`src/rtl/muldiv_pkg.sv`:
```
// Shared definitions for the RV32M sequential multiplier and divider:
// operation encodings, the common FSM state set and the default word width.
package muldiv_pkg;

    localparam int XLEN_DEFAULT = 32;

    localparam logic [1:0] OP_MUL    = 2'b00;
    localparam logic [1:0] OP_MULH   = 2'b01;
    localparam logic [1:0] OP_MULHSU = 2'b10;
    localparam logic [1:0] OP_MULHU  = 2'b11;

    typedef enum logic [1:0] {
        S_IDLE        = 2'd0,
        S_CALC        = 2'd1,
        S_SIGN_ADJUST = 2'd2,
        S_DONE        = 2'd3
    } state_e;

endpackage

```
`src/rtl/mul_operand_prep.sv`:
```
// Combinational operand conditioning: effective operand signs, result sign
// and unsigned magnitudes for the shift-add core.
module mul_operand_prep
    import muldiv_pkg::*;
#(
    parameter int XLEN = XLEN_DEFAULT
) (
    input  logic [XLEN-1:0] a_i,
    input  logic [XLEN-1:0] b_i,
    input  logic [1:0]      op_i,
    output logic            neg_o,
    output logic [XLEN-1:0] a_mag_o,
    output logic [XLEN-1:0] b_mag_o
);

    logic sa;
    logic sb;

    always_comb begin
        sa      = a_i[XLEN-1] & (op_i != OP_MULHU);
        sb      = b_i[XLEN-1] & ((op_i == OP_MUL) || (op_i == OP_MULH));
        neg_o   = sa ^ sb;
        // The most negative value negates to itself, which read as unsigned is
        // exactly its magnitude.
        a_mag_o = sa ? (~a_i + 1'b1) : a_i;
        b_mag_o = sb ? (~b_i + 1'b1) : b_i;
    end

endmodule

```
`src/rtl/mul.sv`:
```
// Sequential shift-add multiplier for MUL/MULH/MULHSU/MULHU, one partial
// product per cycle. Define MUL_EARLY_OUT_EN to finish early on a zero operand.
module mul
    import muldiv_pkg::*;
#(
    parameter int XLEN = XLEN_DEFAULT
) (
    input  logic            clk_i,
    input  logic            rst_ni,
    input  logic [XLEN-1:0] a_i,
    input  logic [XLEN-1:0] b_i,
    input  logic [1:0]      op_i,
    input  logic            req_i,
    output logic [XLEN-1:0] p_o,
    output logic            ready_o
);

    localparam int CNT_W = $clog2(XLEN + 1);
    localparam int ACC_W = 2 * XLEN + 1;

    state_e             state_q, state_d;
    logic [CNT_W-1:0]   cnt_q, cnt_d;
    logic [ACC_W-1:0]   acc_q, acc_d;
    logic [XLEN-1:0]    b_mag_q, b_mag_d;
    logic [1:0]         op_q, op_d;
    logic               neg_q, neg_d;
    logic [XLEN-1:0]    p_q, p_d;
    logic               ready_q, ready_d;

    logic               neg;
    logic [XLEN-1:0]    a_mag;
    logic [XLEN-1:0]    b_mag;
    logic [XLEN:0]      upper;

    mul_operand_prep #(.XLEN(XLEN)) u_prep (
        .a_i     (a_i),
        .b_i     (b_i),
        .op_i    (op_i),
        .neg_o   (neg),
        .a_mag_o (a_mag),
        .b_mag_o (b_mag)
    );

    // NOTE: every signal written here gets its hold value first, so no path
    // through the case statement can leave one unassigned and infer a latch.
    always_comb begin
        state_d = state_q;
        cnt_d   = cnt_q;
        acc_d   = acc_q;
        b_mag_d = b_mag_q;
        op_d    = op_q;
        neg_d   = neg_q;
        p_d     = p_q;
        ready_d = 1'b0;
        upper   = acc_q[2*XLEN:XLEN];

        unique case (state_q)
            S_IDLE: begin
                if (req_i) begin
                    op_d    = op_i;
                    neg_d   = neg;
                    b_mag_d = b_mag;
                    acc_d   = {1'b0, {XLEN{1'b0}}, a_mag};
                    cnt_d   = CNT_W'(XLEN);
                    state_d = S_CALC;
`ifdef MUL_EARLY_OUT_EN
                    if ((a_i == '0) || (b_i == '0)) begin
                        acc_d   = '0;
                        state_d = S_DONE;
                    end
`endif
                end
            end
            S_CALC: begin
                // Add into the upper half with carry into the top bit, then
                // shift the whole accumulator right to retire one multiplier bit.
                if (acc_q[0]) begin
                    upper = {1'b0, acc_q[2*XLEN-1:XLEN]} + {1'b0, b_mag_q};
                end
                acc_d = {upper, acc_q[XLEN-1:0]} >> 1;
                cnt_d = cnt_q - CNT_W'(1);
                if (cnt_q == CNT_W'(1)) begin
                    state_d = S_SIGN_ADJUST;
                end
            end
            S_SIGN_ADJUST: begin
                if (neg_q) begin
                    acc_d[2*XLEN-1:0] = ~acc_q[2*XLEN-1:0] + 1'b1;
                end
                state_d = S_DONE;
            end
            S_DONE: begin
                p_d     = (op_q == OP_MUL) ? acc_q[XLEN-1:0] : acc_q[2*XLEN-1:XLEN];
                ready_d = 1'b1;
                state_d = S_IDLE;
            end
            default: state_d = S_IDLE;
        endcase
    end

    // NOTE: state registers use non-blocking assignment so every flop samples
    // the pre-edge value of every other flop, regardless of statement order.
    always_ff @(posedge clk_i or negedge rst_ni) begin
        if (!rst_ni) begin
            state_q <= S_IDLE;
            cnt_q   <= '0;
            acc_q   <= '0;
            b_mag_q <= '0;
            op_q    <= OP_MUL;
            neg_q   <= 1'b0;
            p_q     <= '0;
            ready_q <= 1'b0;
        end else begin
            state_q <= state_d;
            cnt_q   <= cnt_d;
            acc_q   <= acc_d;
            b_mag_q <= b_mag_d;
            op_q    <= op_d;
            neg_q   <= neg_d;
            p_q     <= p_d;
            ready_q <= ready_d;
        end
    end

    assign p_o     = p_q;
    assign ready_o = ready_q;

endmodule

```
`config.mk`:
```
export PLATFORM = sky130hd
export DESIGN_NAME = mul
export DESIGN_NICKNAME = d
export VERILOG_FILES = /design/src/rtl/muldiv_pkg.sv /design/src/rtl/mul_operand_prep.sv /design/src/rtl/mul.sv
export SDC_FILE = /design/constraint.sdc
export NUM_CORES = 1
export LEC_CHECK = 0
export CORE_UTILIZATION = 40
export CTS_CLUSTER_SIZE = 14
export DETAILED_ROUTE_END_ITERATION = 7
export PLACE_DENSITY = 0.7
export SLEW_MARGIN = 20
export SYNTH_ARGS = -nofsm -noshare
export SYNTH_HDL_FRONTEND = slang
export SYNTH_SLANG_ARGS = --single-unit
```
`constraint.sdc`:
```
create_clock -name clk_i -period 7.3 [get_ports clk_i]
set_input_delay 1.095 -clock clk_i [delete_from_list [all_inputs] [get_ports clk_i]]
set_output_delay 1.095 -clock clk_i [all_outputs]
set_load 0.05 [all_outputs]
```
[Word level (Yosys, flattened, before mapping)]
Cells that the tools add are included.
Storage, ports and cells
  bits in registers: 141
  input port bits: 69
  output and inout port bits: 33
  logic and storage cells: 53
Cells by class
  add/subtract/negate cells: 5
  equal/unequal tests: 9
  mux-type cells: 14
  bitwise logic cells: 6
  reductions and logical operators: 10
Operator list (number)
  $pmux W64 S3: 1
  $mux W32: 3
  $mux W65: 1
  $add A32 B1 Y32 const B: 2
  $add A64 B1 Y64 const B: 1
  $mux W64: 1
  $not A32 Y32: 2
  $not A64 Y64: 1
  $add A32 B32 Y33: 1
  $mux W33: 1
  $pmux W6 S2: 1
  $ne A2 B2 Y1 const B: 4
  $pmux W2 S4: 1
  $eq A6 B1 Y1 const B: 1
  $logic_not A2 Y1: 3
  $mux W6: 1
  $reduce_and A2 Y1: 3
  $sub A6 B1 Y6 const B: 1
  $eq A2 B1 Y1 const B: 2
  $eq A2 B2 Y1 const B: 2
  $mux W2: 2
  $reduce_and A3 Y1: 1
  $reduce_bool A3 Y1: 1
  $and A1 B1 Y1: 2
  5 further kinds: 5

[Logic depth before layout (Yosys ltp)]
  depth in word-level cells: 5
  depth in mapped cells: 13
  mapped depth without buffers: 11

[Cells and area by module]
A second synthesis with hierarchy kept.
Second synthesis, totals
  cell total of the unflattened synthesis: 1318
  area total of the unflattened synthesis: 11001.8 µm²
Modules (own cells, without submodules)
  mul: times used 1, cells an instance 1115, area an instance 9640.5 µm², sequential area each 3503.4 µm²
  mul_operand_prep: times used 1, cells an instance 203, area an instance 1361.3 µm², sequential area each 0.0 µm²

[Least setup slack after synthesis]
OpenSTA, ideal clock, no wires.
  path type: reg2reg
  from: register acc_q[0]
  to: register acc_q[50]
  library setup time: 0.121 ns
  data arrival time: 3.563 ns
  required time: 7.179 ns
  path slack: 3.616 ns
  stages on the path, launching flop included: 14
  clock period less this slack: 3.684 ns
  cells stage by stage: dfrtp_1 > clkbuf_1 > inv_1 > clkbuf_1 > ha_1 > nor4b_1 > nand2_1 > or4_4 > or3_1 > buf_2 > or4_4 > o21ai_2 > o221ai_2 > a22o_1
Between the ends
  word-level cells in the longest chain between the ends: 4
  elaborated cells between the ends (all ways): 5
Ends and longest elaborated chain
  from (decl): line mul.sv:23  | logic [ACC_W-1:0] acc_q, acc_d;
  from (signal assigned): line mul.sv:107  | acc_q <= '0;
  from (signal assigned): line mul.sv:116  | acc_q <= acc_d;
  $not A64 Y64: line mul.sv:88  | acc_d[2*XLEN-1:0] = ~acc_q[2*XLEN-1:0] + 1'b1;
  $add A64 B1 Y64: line mul.sv:88
  $mux W64: line mul.sv:87  | if (neg_q) begin
  $pmux W64 S3 *: line mul.sv:57  | unique case (state_q)
Every way passes the cells marked *; elsewhere a longest branch is shown, timed or not. The select of a mux whose other input is x is not followed.
A chain may end at the register's enable or synchronous reset.

[Worst setup path in the final report]
Ends and elaborated chain as after synthesis.

==> reports/metrics.csv <==
stage,metric,value,unit
routing,post-DR vias/cell,6.04,
timing,Final Skew,0.0163,ns
yosys,Synth cell types,71,
pwr,maximum vdd drop,0.160,mV
place,PortBufs,101,
setup_path,Critical Path Sink Type,flip-flop,
clock_network,CTS Sinks,140,
clock_network,cts repair resizes,0,
finish,ANT cells,0,
clock_network,Skew-Pair Late Insertion Delay,0.44,ns
outcome,failing checks,DRC,
yosys,cell area after synthesis,10800,um2
clock_network,"Hold-fix buffers, CTS",0,
setup_path,worst-path maximum fanout,27,
setup_path,Setup CP Type,reg2reg,
place,Final GP Congestion,0.928,
floorplan,Rows,59,
finish,final core occ,48.1,%
run,Max Cap Violations,0,
yosys,Syn Nets,1453,
yosys,Synth Area per Inst,8.01,um2
yosys,ys async rst share,100,%
timing,max-slew violation count,0,
place,HPWL Detailed,22200,um
timing,crit path time final,4.44,ns
yosys,Post-Synthesis Cells,1342,
timing,worst-margin pin slew,1.07,ns
setup_path,Setup crit start kind,flip-flop,
clock_network,Clock Tree Buf Depth,2,
timing,max frequency,0.225,GHz
timing,RSZ-0062 raised after global routing,false,
finish,Fill cells,2531,
clock_network,clock slew at reported path FFs,0.06,ns
finish,Multi-input gate area,6870,um2
setup_path,CP required,7.63,ns
timing,Slew HR,28.1,%
yosys,sequential share of the synthesized area,32.6,%
finish,Storage cell area,3500,um2
outcome,status,"finished, violations left",
routing,Pre-antenna DRT Iters,7,
yosys,Post-synth top flop,dfrtp_1,
floorplan,core region area,26200,um2
global_route,largest net degree at the start of global routing,93,
pwr,Pleak,5.63,nW
routing,routed wire length,31200,um
routing,Antenna Nets Post-Route,0,
place,DP Worst Slack,3.03,ns
floorplan,initial cell density of the core,41.0,%
finish,Nets,1501,
global_route,vias in the first global route,9692,
yosys,Yosys warnings,0,
floorplan,full die area,27500,um2
floorplan,Die H,166,um
global_route,Overflow after GRT,0,
pwr,Final Power,1.82,mW
yosys,flop and latch count out of synthesis,140,
timing,"Hold Vio Cnt, Final",0,
global_route,first-pass GRT wire length,51600,um
routing,DR iter-0 viols,1126,
timing,final worst slack,2.86,ns
yosys,number of enable flip-flop cells after synthesis,0,
clock_network,CTS tree,built,
timing,crit share post-route,60.8,%
global_route,antenna violations before repair,0,
floorplan,IO Pins,102,
finish,Area growth syn-to-layout,17.2,%
setup_path,flop2flop setup slack,2.86,ns
clock_network,postcts setup bufs,0,
pwr,Pwr Density,145,nW/um2
setup_path,Critical Path AT,4.77,ns
timing,final setup vio count,0,
floorplan,Chip Width,166,um
routing,DR vias,10494,
clock_network,CTS root buf,clkbuf_16,
global_route,Tot GR Track Use,22.9,%
clock_network,CTS buffer count,17,
worst_hold_path,hold crit path type,reg2reg,
clock_network,H-tree lvl count,4,
routing,WL/cell,18.0,um
timing,Setup TNS Final,0,ns
finish,share of cells above drive strength 1,4.78,%
routing,Remaining DRCs,10,
synthesized netlist by cell type (17+ instances only):
cell type / count / area share [%]
a21o_1: 20 / 1.4
a21oi_1: 105 / 4.9
clkbuf_1: 71 / 2.5
dfrtp_1: 140 / 33
ha_1: 41 / 4.8
inv_1: 30 / 1.0
mux2i_1: 45 / 4.2
nand2_1: 157 / 5.5
nand3_1: 23 / 1.1
nor2_1: 128 / 4.5
nor3_1: 41 / 1.9
nor4_1: 26 / 1.5
o21ai_0: 135 / 6.3
o31ai_1: 21 / 1.5
or3_1: 17 / 0.99
xnor2_1: 48 / 3.9
xor2_1: 45 / 3.7
layer usage:
metal  wire, um  track usage [%]
met2      13300             33.9
met5          0                0
met1      14900             34.2
met4        655             6.91
met3       2360             3.19
worst max-delay path: stages (launching register included):
cell	delay (ns)
dfrtp_1	0.36
buf_4	0.24
inv_1	0.46
ha_1	0.30
nor4b_1	0.68
nand2_1	0.24
or4_4	0.61
or3_1	0.45
or4_4	0.49
o21ai_2	0.15
o221ai_2	0.10
a22o_1	0.24
cell type report:
| type | instances | share of cell area, % |
|---|---|---|
| Clock inverter | 14 | 1.46 |
| Sequential cell | 140 | 27.8 |
| Inverter | 30 | 0.893 |
| Multi-Input combinational cell | 1090 | 54.5 |
| Tap cell | 335 | 3.33 |
| Timing Repair Buffer | 111 | 8.63 |
| Clock buffer | 18 | 3.40 |
cell usage in the layout (no fill, tap or decap), types with 11 or more instances in the layout:
cell type / synthesis / final
a21o_1: 20 / 20
a21oi_1: 105 / 105
a221oi_1: 15 / 15
and2_1: 11 / 11
clkbuf_16: 0 / 17
clkdlybuf4s50_1: 0 / 100
dfrtp_1: 140 / 140
ha_1: 41 / 39
inv_1: 30 / 30
mux2i_1: 45 / 45
nand2_1: 157 / 156
nand2b_1: 14 / 14
nand3_1: 23 / 23
nand4_1: 15 / 15
nor2_1: 128 / 127
nor3_1: 41 / 41
nor4_1: 26 / 26
o211ai_1: 12 / 12
o21ai_0: 135 / 135
o31ai_1: 21 / 21
or3_1: 17 / 17
or4_1: 11 / 11
xnor2_1: 48 / 48
xor2_1: 45 / 45
cell families (layout without fill, tap and decap cells):
| group | after synthesis | after routing | share of synthesized area [%] |
|---|---|---|---|
| mux | 49 | 49 | 4.61 |
| compound gates | 422 | 422 | 24.8 |
| flops | 140 | 140 | 32.6 |
| xor+xnor | 93 | 93 | 7.57 |
| simple gates | 484 | 484 | 21.5 |
| fa+ha+maj | 42 | 42 | 4.96 |
| buf+inv | 112 | 173 | 4.00 |
path summary, 6_finish.rpt:
check | from | endpoint | cells past startpoint
setup / recovery | acc_q[0] | acc_q[50] | 11
hold / removal | neg_q | neg_q | 1
setup reg to reg | acc_q[0] | acc_q[50] | 11
hold reg to reg | neg_q | neg_q | 1
max in group asynchronous | rst_ni | acc_q[35] | 2
min in group asynchronous | rst_ni | acc_q[27] | 1
where the power goes:
group / internal [mW] / leakage (nW) / switching (mW)
clock network: 0.546 / 0.298 / 0.371
registers: 0.776 / 1.93 / 0
logic: 0.0601 / 3.41 / 0.0709
registers in the layout (all words and copies together) (netlist names):
register  cells
op_q          2
cnt_q         6
state_q       2
neg_q         1
b_mag_q      32
ready_o       1
acc_q        64
p_o          32
through the flow:
step	cells	hold slack (ns)	instance area [um2]
floorplan	1342	0.446	10800
global placement	1706	0.466	12000
detailed placement	1706	0.471	12000
CTS	1738	0.486	12600
global route	1738	0.500	12600
finish	1738	0.485	12600
No activity file was read; power rests on OpenSTA's default activity.
